==> src/rtl/conv_mac_9.sv <==
// conv_mac_9 -- layer-9 convolution multiply-accumulate.
//
// Pops one signed weight and one signed activation per cycle, but only when
// both FIFOs hold data. After KERN_SIZE products it arithmetic-shifts the sum
// right by SHIFT, saturates it to OUT_WIDTH and pushes the word to the output
// FIFO. The FIFOs use the ap_fifo handshake.
//
// Ports:
//   ap_clk, ap_rst_n            clock (rising edge), asynchronous active-low reset
//   weight_V_dout/_empty_n      weight FIFO head and its not-empty flag
//   weight_V_read               pop strobe for the weight FIFO
//   input_V_dout/_empty_n       activation FIFO head and its not-empty flag
//   input_V_read                pop strobe for the activation FIFO
//   output_V_din                registered, saturated result
//   output_V_full_n             output FIFO has room
//   output_V_write              push strobe for the output FIFO
module conv_mac_9 #(
    parameter int KERN_SIZE   = 27,
    parameter int COEFF_WIDTH = 8,
    parameter int DATA_WIDTH  = 8,
    parameter int OUT_WIDTH   = 8,
    parameter int SHIFT       = 7
) (
    input  logic                   ap_clk,
    input  logic                   ap_rst_n,
    input  logic [COEFF_WIDTH-1:0] weight_V_dout,
    input  logic                   weight_V_empty_n,
    output logic                   weight_V_read,
    input  logic [DATA_WIDTH-1:0]  input_V_dout,
    input  logic                   input_V_empty_n,
    output logic                   input_V_read,
    output logic [OUT_WIDTH-1:0]   output_V_din,
    input  logic                   output_V_full_n,
    output logic                   output_V_write
);

    localparam int ACC_WIDTH  = COEFF_WIDTH + DATA_WIDTH + $clog2(KERN_SIZE);
    localparam int PROD_WIDTH = COEFF_WIDTH + DATA_WIDTH;
    localparam int CNT_WIDTH  = $clog2(KERN_SIZE);

    // Saturation bounds held at accumulator width. ~max is the most negative value.
    localparam logic signed [ACC_WIDTH-1:0] OUT_MAX =
        ACC_WIDTH'((64'sd1 <<< (OUT_WIDTH - 1)) - 64'sd1);
    localparam logic signed [ACC_WIDTH-1:0] OUT_MIN = ~OUT_MAX;

    typedef enum logic {
        ST_ACC = 1'b0,
        ST_OUT = 1'b1
    } state_t;

    state_t                        state_q, state_d;
    logic [CNT_WIDTH-1:0]          cnt_q, cnt_d;
    logic signed [ACC_WIDTH-1:0]   acc_q, acc_d;
    logic signed [OUT_WIDTH-1:0]   result_q, result_d;

    logic signed [PROD_WIDTH-1:0]  w_ext;
    logic signed [PROD_WIDTH-1:0]  a_ext;
    logic signed [PROD_WIDTH-1:0]  prod;
    logic signed [ACC_WIDTH-1:0]   sum;
    logic signed [ACC_WIDTH-1:0]   sum_shifted;
    logic                          fire;
    logic                          last;

    function automatic logic signed [OUT_WIDTH-1:0] sat(
        input logic signed [ACC_WIDTH-1:0] v
    );
        logic signed [ACC_WIDTH-1:0] c;
        if (v > OUT_MAX) begin
            c = OUT_MAX;
        end else if (v < OUT_MIN) begin
            c = OUT_MIN;
        end else begin
            c = v;
        end
        return c[OUT_WIDTH-1:0];
    endfunction

    // Both operands are sign-extended to the full product width before the
    // multiply, so the product is exact.
    assign w_ext       = PROD_WIDTH'($signed(weight_V_dout));
    assign a_ext       = PROD_WIDTH'($signed(input_V_dout));
    assign prod        = w_ext * a_ext;
    assign sum         = acc_q + ACC_WIDTH'(prod);
    assign sum_shifted = sum >>> SHIFT;

    // The strobes depend only on the state, the flags and the reset. No FIFO
    // data path feeds them. A pop always takes both streams together.
    assign fire           = ap_rst_n && (state_q == ST_ACC) && weight_V_empty_n && input_V_empty_n;
    assign weight_V_read  = fire;
    assign input_V_read   = fire;
    assign output_V_write = ap_rst_n && (state_q == ST_OUT) && output_V_full_n;
    assign output_V_din   = result_q;

    assign last = (cnt_q == CNT_WIDTH'(KERN_SIZE - 1));

    always_comb begin
        state_d  = state_q;
        cnt_d    = cnt_q;
        acc_d    = acc_q;
        result_d = result_q;
        if (fire) begin
            if (last) begin
                // Close the window: scale, clamp and hold for the output FIFO.
                result_d = sat(sum_shifted);
                acc_d    = '0;
                cnt_d    = '0;
                state_d  = ST_OUT;
            end else begin
                acc_d = sum;
                cnt_d = cnt_q + CNT_WIDTH'(1);
            end
        end
        if (output_V_write) begin
            state_d = ST_ACC;
        end
    end

    always_ff @(posedge ap_clk or negedge ap_rst_n) begin
        if (!ap_rst_n) begin
            state_q  <= ST_ACC;
            cnt_q    <= '0;
            acc_q    <= '0;
            result_q <= '0;
        end else begin
            state_q  <= state_d;
            cnt_q    <= cnt_d;
            acc_q    <= acc_d;
            result_q <= result_d;
        end
    end

endmodule

==> config.mk <==
export PLATFORM = sky130hd
export DESIGN_NAME = conv_mac_9
export DESIGN_NICKNAME = d
export VERILOG_FILES = /design/src/rtl/conv_mac_9.sv
export SDC_FILE = /design/constraint.sdc
export NUM_CORES = 1
export LEC_CHECK = 0
export ABC_AREA = 0
export CORE_ASPECT_RATIO = 0.9
export CORE_UTILIZATION = 60
export CTS_CLUSTER_SIZE = 10
export DETAILED_ROUTE_END_ITERATION = 12
export HOLD_SLACK_MARGIN = 0.05
export PLACE_DENSITY = 0.8
export SYNTH_ARGS = -nofsm -noshare
export SYNTH_HDL_FRONTEND = slang
export SYNTH_SLANG_ARGS = --single-unit
==> constraint.sdc <==
create_clock -name ap_clk -period 9.3 [get_ports ap_clk]
set_clock_uncertainty 0.05 [all_clocks]
set_input_delay 0.93 -clock ap_clk [delete_from_list [all_inputs] [get_ports ap_clk]]
set_output_delay 0.93 -clock ap_clk [all_outputs]
set_load 0.03 [all_outputs]
Word level (Yosys, flattened, before mapping)
Index checks and enable logic that the tools add are counted.

storage, ports and cells
  bits in registers = 35
  input bits = 21
  output and inout port bits = 11
  word-level logic and storage cells = 27

cells by class
  add/subtract/negate cells = 2
  $mul = 1
  order comparisons = 2
  equal/unequal tests = 1
  muxes and demuxes = 7
  bitwise operators = 1
  reductions and logical operators = 9

operators with widths
  cell                                                            count
  adder 21 x 16 -> 21 bit                                         1
  2-to-1 mux 21 bit                                               1
  multiplier 8 x 8 -> 16 bit                                      1
  2-to-1 mux 8 bit                                                2
  greater-than comparator 14 x 8 -> 1 bit, second input constant  1
  less-than comparator 14 x 8 -> 1 bit, second input constant     1
  adder 5 x 1 -> 5 bit, second input constant                     1
  == test 5 bit, second input constant                            1
  logical AND 1 bit                                               5
  2-to-1 mux 5 bit                                                1
  AND reduction 2 bit                                             2
  nonzero test 2 bit                                              2
  2-to-1 mux 1 bit                                                3
  inverter 1 bit                                                  1

Longest topological paths before layout
  word-level depth = 6
  mapped depth = 20
  depth with buffers taken out = 19

Worst setup path before layout
OpenSTA, ideal clock, no wires.

  path type = input to register
  from = input input_V_dout[1]
  to = register result_q[0], in the netlist output_V_din[0]
  data arrival time = 6155 ps
  data required time = 9112 ps
  setup slack = 2958 ps
  cell stages on the path = 18
  cell sequence = clkbuf_1 -> and2_1 -> fa_1 -> inv_1 -> fa_1 -> fa_1 -> inv_1 -> fa_1 -> ha_1 -> ha_1 -> buf_6 -> a21o_1 -> a2111o_1 -> or3_1 -> mux2i_4 -> o21bai_2 -> o32ai_4 -> o22ai_1

on the way
  word-level cells in the longest chain between the ends = 5

ends and longest elaborated chain
  what                                  RTL line  source
  from (decl)                           29        input logic [DATA_WIDTH-1:0] input_V_dout,
  multiplier 8 x 8 -> 16 bit (*)        82        assign prod = w_ext * a_ext;
  adder 21 x 16 -> 21 bit (*)           83        assign sum = acc_q + ACC_WIDTH'(prod);
  less-than comparator 14 x 8 -> 1 bit  70        end else if (v < OUT_MIN) begin
  2-to-1 mux 8 bit                      70
  2-to-1 mux 8 bit (*)                  68        if (v > OUT_MAX) begin
  to (signal assigned)                  128       result_q <= result_d;
  to (decl)                             54        logic signed [OUT_WIDTH-1:0] result_q, result_d;

Every way passes the cells marked *; elsewhere a longest branch is shown, timed or not.
A chain may end at the register's enable or synchronous reset.

Final worst setup path
  from = input input_V_dout[0]
  to = register result_q[5], in the netlist output_V_din[5]

The elaborated chain is that of the path after synthesis.

==> results.json <==
{
  "cp_max_fo": 14,
  "cp.required_ns": 9.41,
  "slew_viol_final": 0,
  "grt_first_pass_wirelength_mm": 19.20,
  "ys.flop_type": "dfrtp_1",
  "hp-class": "reg -> reg",
  "cts_setup_buffers": 0,
  "dr.first_iter.drc_count": 184,
  "finalHoldViolCount": 0,
  "tightest_slew_ns": 1.006,
  "synthTopCellsByCount": "fa_1, inv_1, ha_1, nand2_1",
  "cts_root_buf": "clkbuf_8",
  "num_rows": 31,
  "synth_top_family_by_area": "adder cells",
  "drc": 0,
  "synth_area_per_cell_um2": 9.964,
  "async_flop_share_pct": 100.0,
  "r2r-start": "acc_q[6]",
  "h-tree-depth": 2,
  "vias": 3836,
  "hold_start": "output_V_din[7]",
  "grt_max_degree": 38,
  "status": "finished clean",
  "cts_inserted_buffers": 5,
  "yosysUniqueCellTypes": 48,
  "fin_area_um2": 5744,
  "final_util_pct": 69.53,
  "fill_cells": 643,
  "synth-xor-area-share_pct": 2.669,
  "synthCells": 527,
  "relSlewSlack_pct": 32.69,
  "synth_area_um2": 5251,
  "rsz0062_at_grt": "false",
  "crit_type": "in -> reg",
  "grt_antenna_before_repair": 0,
  "finalCriticalPeriod_ns": 6.983,
  "diodes": 0,
  "r2r_slack_ns": 4.05,
  "routed_wl_mm": 11.04,
  "avgViaCountPerCell": 5.708,
  "synth_compound_area_share_pct": 12.63,
  "fin_setup_tns_ns": 0,
  "dpl_cell_area_um2": 5659,
  "critical-path-max-stage-delay_ns": 0.69,
  "clkSinkCount": 35,
  "yosys_warnings": 0,
  "syn_nets": 690,
  "drive_above_1_share_pct": 2.873,
  "synth_most_common_cell": "fa_1",
  "maxCapViolations": 0,
  "post-dp-hpwl_mm": 9.221,
  "grt_pass1_vias": 4132,
  "startpoint": "input_V_dout[0]",
  "rr_worst_depth": 17,
  "synthMuxAreaShare_pct": 0.6195,
  "num-nets-final": 719,
  "port_buffers": 31,
  "holdWs_ns": 0.4480,
  "slowest_stage": "and2_1",
  "cts_resized": 0,
  "ys_seq_area_share_pct": 16.68,
  "endpoint_kind": "flip-flop",
  "final.period_utilization_pct": 75.09,
  "die_area_um2": 9131,
  "yosys.area_share.adder_pct": 46.99,
  "postRouteAntennaNets": 0,
  "holdBufCountCts": 0,
  "num_io_pins": 32,
  "synth_area_leaders": "fa_1, dfrtp_1, ha_1",
  "area_growth_pct": 9.388,
  "cp-start-kind": "input port",
  "grt.total_usage_pct": 26.67,
  "synth-edff-count": 0,
  "setup_viol": 0,
  "clk_pin_slew_worst_paths_ns": 0.07,
  "clockBufferDepth": 2,
  "clk_latency_ns": 0.29,
  "yosys.area_share.simple_pct": 13.41,
  "ys_ff_latch": 35,
  "drt-pass1-iter-count": 4,
  "crit_path_frequent_cell": "fa_1",
  "r2r-end": "output_V_din[5]",
  "start_util_pct": 63.56,
  "die_y_um": 90.75,
  "gp_congestion": 0.9072,
  "path_cells": "clkdlybuf4s50_1 -> and2_1 -> inv_1 -> fa_1 -> inv_1 -> fa_1 -> fa_1 -> fa_1 -> fa_1 -> ha_1 -> o211ai_1 -> a21o_1 -> a211o_1 -> a21oi_1 -> o211ai_1 -> o32ai_4 -> o22ai_1",
  "fmax_mhz": 143.2,
  "wl_per_cell_um": 16.43,
  "cp-endpoint": "output_V_din[5]",
  "synth.top_cell.area_share_pct": 35.07,
  "yosysTopAreaCell": "fa_1",
  "die_w_um": 100.6,
  "cp_data_arrival_time_ns": 7.09,
  "fp.coreArea_um2": 8262,
  "grt_overflow": 0,
  "cts_tree": "done"
}
==> cell usage in the layout (no fill, tap or decap), drive strengths merged, types with 2 or more instances in the layout <==
cell,Yosys,layout
fa,92,92
inv,84,84
ha,50,50
nand2,48,48
and2,35,35
dfrtp,35,35
clkdlybuf4s50,0,30
nor2,24,24
o21ai,23,23
a21oi,17,17
xnor2,10,10
nand3,10,10
a22o,9,9
o22ai,9,9
o211ai,6,6
a21o,6,6
xor2,6,6
and3,6,6
clkbuf,8,6
a211oi,5,5
or3,4,4
nand2b,3,3
o31ai,3,3
nand4,3,3
nor3,3,3
a211o,3,3
o21bai,3,3
nand4b,2,2
a21boi,2,2
a2111o,2,2
nor4,2,2
clkinv,1,2
mux2i,2,2
a31oi,2,2
buf,2,2
==> stage by stage <==
step	worst slack, ns	std cells
final	2.317	672
after global routing	1.966	672
after CTS	2.323	672
after detailed placement	2.046	664
after global placement	2.209	664
after floorplan	2.958	527
==> logic make-up (layout without fill, tap and decap cells) <==
logic type      Yosys count  count (layout)
compound gates           95              95
xor+xnor                 16              16
fa+ha+maj               142             142
buf+inv                  95             125
flops                    35              35
mux                       2               2
simple gates            142             142
==> metal layers <==
layer / up-vias / wire length [um] / global-route usage, %
met1: 1929 / 4996 / 36.67
met2: 107 / 5471 / 45.61
met4: 0 / 141 / 4.831
met3: 15 / 433 / 3.483
li1: 1785 / - / -
met5: - / 0 / 0
==> cell type report <==
class | count | area (um^2) | area share, %
multi-input cells | 397 | 4008 | 69.77
repair buffers | 32 | 312.8 | 5.445
flip-flops and latches | 35 | 875.8 | 15.25
well taps | 115 | 143.9 | 2.505
clock inverters | 2 | 12.51 | 0.2178
clock buffers | 6 | 72.57 | 1.263
inverters | 85 | 319.1 | 5.554
==> state kept, by name (all words and copies together) (netlist names) <==
register      flops
output_V_din      8
acc_q            21
state_q           1
cnt_q             5
==> how the worst min path moves through the flow <==
stage	end	slack [ns]	depth (start not counted)
2_1_floorplan	acc_q[20]	0.42	2
3_3_place_gp	output_V_din[7]	0.42	2
3_5_place_dp	output_V_din[7]	0.43	2
4_1_cts	output_V_din[7]	0.46	2
5_1_grt	acc_q[0]	0.48	1
6_report	output_V_din[7]	0.45	2
==> critical path, delay by kind of cell <==
family / cells / cell delay (ns)
compound gates: 7 / 1.74
simple gates: 1 / 0.69
fa+ha+maj: 6 / 2.87
buf+inv: 3 / 0.86
Power is not shown: default switching activity piles up to over one toggle a cycle in this logic, so the estimate is an artifact.
